**src/rtl/fir_ctrl_regs.sv**
```systemverilog
// fir_ctrl_regs: register bank for the 2D FIR core (kernel, image size, control/status, IRQ).
// Latency: writes take effect on the write edge (visible next cycle); rd_data is combinational.
// Backpressure: none; accepts one write and serves one read every cycle. SIZE/COEF writes
// are dropped while the core is busy so its configuration is stable for a whole frame.
//
// Ports:
//   clk, rst_n                       clock, async active-low reset
//   wr_addr/wr_en/wr_data/wr_strb    register write port (byte address, byte enables)
//   rd_addr/rd_en/rd_data            register read port (rd_data combinational)
//   busy_i, done_i                   core status: frame in progress, frame-complete pulse
//   start_o                          one-cycle frame start pulse
//   img_width_o, img_height_o        image size
//   coef_o                           9 flattened signed coefficients, COEFk at [k*COEF_W +: COEF_W]
//   irq_o                            level interrupt = DONE & IRQ_EN
module fir_ctrl_regs #(
  parameter int          COEF_W   = 16,
  parameter logic [31:0] ID_VALUE = 32'h4649_5232
) (
  input  logic                  clk,
  input  logic                  rst_n,
  input  logic [7:0]            wr_addr,
  input  logic                  wr_en,
  input  logic [31:0]           wr_data,
  input  logic [3:0]            wr_strb,
  input  logic [7:0]            rd_addr,
  input  logic                  rd_en,
  output logic [31:0]           rd_data,
  input  logic                  busy_i,
  input  logic                  done_i,
  output logic                  start_o,
  output logic [10:0]           img_width_o,
  output logic [10:0]           img_height_o,
  output logic [9*COEF_W-1:0]   coef_o,
  output logic                  irq_o
);

  // Word indices (byte address >> 2)
  localparam logic [5:0] A_CTRL   = 6'h00;
  localparam logic [5:0] A_STATUS = 6'h01;
  localparam logic [5:0] A_SIZE   = 6'h02;
  localparam logic [5:0] A_ID     = 6'h03;
  localparam logic [5:0] A_COEF0  = 6'h10;

  logic [5:0]        waddr;
  logic [5:0]        raddr;
  logic [31:0]       wmask;
  logic              irq_en_q;
  logic              done_q;
  logic              start_q;
  logic [10:0]       width_q;
  logic [10:0]       height_q;
  logic [COEF_W-1:0] coef_q [9];
  logic              done_clr;

  assign waddr = wr_addr[7:2];
  assign raddr = rd_addr[7:2];

  // Per-bit write enable built from the byte strobes
  assign wmask = {{8{wr_strb[3]}}, {8{wr_strb[2]}}, {8{wr_strb[1]}}, {8{wr_strb[0]}}};

  assign done_clr = wr_en && (waddr == A_STATUS) && wr_strb[0] && wr_data[1];

  always_ff @(posedge clk or negedge rst_n) begin
    if (!rst_n) begin
      irq_en_q <= 1'b0;
      done_q   <= 1'b0;
      start_q  <= 1'b0;
      width_q  <= '0;
      height_q <= '0;
      for (int k = 0; k < 9; k++) coef_q[k] <= '0;
    end else begin
      start_q <= 1'b0;
      // A completion arriving in the same cycle as a clear must not be lost
      done_q  <= done_i | (done_q & ~done_clr);

      if (wr_en && (waddr == A_CTRL) && wr_strb[0]) begin
        irq_en_q <= wr_data[1];
        start_q  <= wr_data[0] & ~busy_i;
      end

      if (wr_en && !busy_i && (waddr == A_SIZE)) begin
        width_q  <= (width_q  & ~wmask[10:0])  | (wr_data[10:0]  & wmask[10:0]);
        height_q <= (height_q & ~wmask[26:16]) | (wr_data[26:16] & wmask[26:16]);
      end

      for (int k = 0; k < 9; k++) begin
        if (wr_en && !busy_i && (waddr == A_COEF0 + 6'(k))) begin
          coef_q[k] <= (coef_q[k] & ~wmask[COEF_W-1:0]) | (wr_data[COEF_W-1:0] & wmask[COEF_W-1:0]);
        end
      end
    end
  end

  always_comb begin
    rd_data = '0;
    case (raddr)
      A_CTRL:   rd_data[1]   = irq_en_q;
      A_STATUS: rd_data[1:0] = {done_q, busy_i};
      A_SIZE:   rd_data      = {5'b0, height_q, 5'b0, width_q};
      A_ID:     rd_data      = ID_VALUE;
      default: begin
        for (int k = 0; k < 9; k++) begin
          if (raddr == A_COEF0 + 6'(k)) begin
            rd_data = {{(32-COEF_W){coef_q[k][COEF_W-1]}}, coef_q[k]};
          end
        end
      end
    endcase
  end

  for (genvar k = 0; k < 9; k++) begin : g_coef
    assign coef_o[k*COEF_W +: COEF_W] = coef_q[k];
  end

  assign start_o      = start_q;
  assign img_width_o  = width_q;
  assign img_height_o = height_q;
  assign irq_o        = done_q & irq_en_q;

  // Inputs/bits with no function in this block (no read side effects, word-aligned map)
  logic unused_bits;
  assign unused_bits = ^{rd_en, wr_addr[1:0], rd_addr[1:0], wr_data[31:27], wmask[31:27]};

endmodule
```
**config.mk**
```make
export PLATFORM = sky130hd
export DESIGN_NAME = fir_ctrl_regs
export DESIGN_NICKNAME = d
export VERILOG_FILES = /design/src/rtl/fir_ctrl_regs.sv
export SDC_FILE = /design/constraint.sdc
export NUM_CORES = 1
export LEC_CHECK = 0
export ABC_AREA = 1
export ABC_CLOCK_PERIOD_IN_PS = 4500
export CORE_MARGIN = 2
export CORE_UTILIZATION = 30
export CTS_BUF_LIST = sky130_fd_sc_hd__clkbuf_4 sky130_fd_sc_hd__clkbuf_8
export DETAILED_ROUTE_END_ITERATION = 8
export PLACE_DENSITY = 0.59
export SYNTH_ARGS = -nofsm -noshare
export SYNTH_HDL_FRONTEND = slang
export SYNTH_SLANG_ARGS = --single-unit
```
**constraint.sdc**
```tcl
create_clock -name clk -period 4.5 [get_ports clk]
set_input_delay 0.9 -clock clk [delete_from_list [all_inputs] [get_ports clk]]
set_output_delay 0.9 -clock clk [all_outputs]
set_load 0.1 [all_outputs]
```
==> results by stage <==
Status:
- The run finished with clean final reports.

Clock tree:
- Counting every sink on the clock net gives 169.
- Hold repair after CTS inserted 0 buffers.
- In this run, CTS created clock tree buffers numbering 17.
- The CTS tree is built.
- In this run the number of H-tree levels came out at 4.
- Clock latency on the worst-skew pair, taken at its later pin, is 0.45 ns.
- Clock-pin slew was measured on the worst setup and hold paths at ~0.080 ns.
- Buffers added to address setup during post-CTS repair amount to 0.
- In this run the deepest clock path goes through 2 buffers.
- In this run, post-CTS repair resized a total of 0 instances.
- The clock root buffer master is clkbuf_8.

Place:
- The count of buffers from port buffering is between 200 and 250.
- At the end of routability-driven placement, the weighted congestion stood at between 0.8 and 0.9.
- The placed wire-length estimate is 21,930 um.
- Once placement completed, the tool counted placed cells totaling 1,516.

Floorplan:
- The horizontal extent of the die is between 150 and 200 um.
- The initialized floorplan defines a little under 60 standard-cell rows.
- The boundary pin count is approximately 260.
- The die footprint is around 28,000 um2.
- The vertical die dimension is ~170 um.
- The initial cell density of the core is 0.3073.
- The placeable core region is 26,210 um2.

Power:
- Internal power comes to ~2400 uW.
- The share of total power dissipated in sequential elements is 0.428.
- The total power density per cell area is approximately 330 nW/um2.
- The worst supply voltage drop on vdd is between 150 and 200 uV.
- In this run the power spent charging and discharging nets is around 1500 uW.
- The switching portion of total power is 0.3786.
- The leakage component of the power is approximately 0.005 uW.
- The combinational share of power is 0.264.
- The share of total power dissipated in the clock network is 0.307.

Layout:
- After filler insertion, the fill cell instance count of the layout stands at 2,544.
- Across the whole layout, storage elements account for 4229 um2.
- The post-layout utilization of the core is 0.4414.
- The fraction of final layout cells sized beyond drive strength 1 is 0.1096.
- From synthesis to final layout, the design area changed by 43.62%.
- Summing all multi-input logic gate instances after layout gives approximately 3300 um2.
- The leading cell type in the layout, fill and taps excluded is nand2_1.
- 0 antenna diodes ended up in the layout.
- The number of standard cells in the layout, taps in and fillers out is 1,548.
- The net count of the finished layout is roughly 1,300.
- In the layout the commonest cells are 283 x nand2_1, 214 x clkdlybuf4s50_1, 169 x dfrtp_1.

STA:
- The period utilization is 0.9280.
- The final max-slew violation count is 0.
- The count of final hold-check violations was 0.
- The normalized max-slew margin is 0.2825.
- Derived from the worst setup path, the maximum achievable clock frequency is 0.2395 GHz.
- Counting I/O delays and the setup requirement, the final critical path takes approximately 4.2 ns.
- The final count of negative-setup-slack endpoints is 0.
- Setup repair after global routing left no endpoint under its margin.
- Clock skew on the completed layout was measured at 0 ns.
- After routing, the total negative slack on setup checks comes to 0 ns.
- The slew at the pin closest to its max-slew limit is between 1 and 1.5 ns.

Setup path:
- The number of cells on the worst reg-to-reg path is 1.
- The required time reported for the critical path endpoint is roughly 3.6 ns.
- The critical setup path kind is in -> out.
- The timing endpoint of the critical path is rd_data[26].
- For the worst setup path, the data arrival time is between 3 and 4 ns.
- The slack of the worst reg-to-reg path is around 3.7 ns.
- The maximum fanout count along the critical path is 28.
- The launching instance or port of the critical path is rd_addr[4].
- The kind of end point of the critical path is a primary output.
- STA classifies the critical path startpoint as an input port.

Synthesis:
- In the post-synthesis netlist, the biggest area contributors are dfrtp_1 53%, nand2_1 13%, o21ai_0 8.8%, nand3_1 4.0%, inv_1 3.4%.
- The synthesized cell area is slightly above 8000 um2.
- Of the synthesized area, sequential elements account for 0.5251.
- In this run, synthesis produced a sequential element count of 169.
- Yosys printed 0 warnings.
- The net count after synthesis is 1,024.
- The largest total area in the synthesized netlist belongs to dfrtp_1.
- The area share of the largest cell type after synthesis is 0.5251.
- The number of different library cells in the post-synthesis netlist is 33.
- After technology mapping, the gate count stands at 966.
- The average footprint of a synthesized cell is approximately 8.3 um2.

GRT:
- The wire length of the first global-routing pass is between 40,000 and 50,000 um.
- The aggregate global routing overflow is 0.
- The number of global-route vias before repair was about 7,200.
- The initial antenna violation count is 2.
- The total routing resource utilization after global routing is 0.2044.
- The maximum number of pins on one net before global-route repair is 96.

Run:
- The number of max-capacitance violations reported is 0.

Detailed routing:
- Dividing the detail-routed wire length by the instance count gives 18.54 um.
- For this block, the initial DRC count from the detailed router was 608.
- In the routed layout, each cell is associated on average with a via count of about 4.8.
- In the routed design, unresolved DRC markers number 0.
- Wires add up to around 29,000 um.
- In this run the remaining antenna-violating nets after routing total 0.
- The first TritonRoute pass finished after 5 iterations.
- The total via count after detailed routing is around 7,400.

Worst hold path:
- The path class of the tightest hold or removal check is reg -> reg.
==> worst max-delay path: stages <==
cell	delay, ns
clkdlybuf4s50_1	0.61
nand2_2	0.17
inv_2	0.26
nand2_4	0.25
or2_0	0.29
nand2_2	0.25
nand4_1	0.27
buf_12	0.26
==> cells in the mapped netlist <==
master    count
mux2_2       11
buf_2        33
o21ai_0     142
or3_1         1
o211ai_1      1
nand2_2       5
nand3_1      65
o21bai_1      1
nor3_4        3
o21ai_1      17
dfrtp_1     169
nor2_4        7
nor2_8        1
nor3_1        3
nand4_1      41
nand2_4       1
o22ai_1       1
clkbuf_1      5
nor2_1       49
a21oi_1       4
buf_6         1
nand4_4       1
nor2_2        4
nor4_1        1
or2_1         2
or2_2         3
or2_0         6
o21a_1        9
inv_2         8
inv_1        72
nand2_1     283
nand3_2       8
buf_4         8
==> routing by layer <==
metal,GRT usage,wire [um],share of wire,vias to the layer above
met5,0,11,0.00038,-
met4,0.03894,291,0.010,2
met3,0.05642,2029,0.071,16
met2,0.3193,12990,0.45,238
met1,0.2866,13380,0.47,3529
li1,-,-,-,3637
==> worst min-delay path by stage <==
stage | to | slack (ns) | cells after the start
2_1_floorplan | irq_en_q$_DFFE_PN0P_ | 0.47 | 2
3_3_place_gp | flip-flop | 0.48 | 2
3_5_place_dp | flip-flop | 0.49 | 2
4_1_cts | flip-flop | 0.51 | 2
5_1_grt | flip-flop | 0.53 | 2
6_report | flip-flop | 0.51 | 2
==> through the flow <==
stage / setup slack [ns] / instance area, um2 / hold slack [ns] / power, uW
final: 0.3242 / 11570 / 0.5069 / 3871
after global routing: 0.2192 / 11570 / 0.5335 / 4014
after CTS: 0.3240 / 11570 / 0.5134 / 3902
after detailed placement: 0.3464 / 11140 / 0.4917 / 2717
after global placement: 0.3830 / 11140 / 0.4833 / 2710
after floorplan: 0.4482 / 8054 / 0.4750 / 2389
==> power groups by stage <==
stage	clock, uW	sequential [uW]	combinational (uW)
3_3_place_gp	0	1690	1020
2_1_floorplan	0	2220	170
4_1_cts	1210	1660	1030
3_5_place_dp	0	1690	1030
6_report	1190	1660	1020
5_1_grt	1280	1670	1060
==> cell type report <==
class,instances,area share
clock buffer,20,0.02272
clock inverter,12,0.01428
tap,335,0.03624
sequential,169,0.3656
multi-input combinational,670,0.2829
timing repair buffer,262,0.2524
inverter,80,0.02596
==> kinds of logic (layout without fill, tap and decap cells) <==
group / Yosys count / after routing / share of synthesized area
mux: 11 / 11 / 0.01538
flops: 169 / 169 / 0.5251
buf+inv: 127 / 374 / 0.06898
compound gates: 175 / 175 / 0.1123
simple gates: 484 / 484 / 0.2782
Note: power is estimated with default switching activity, not from simulation.
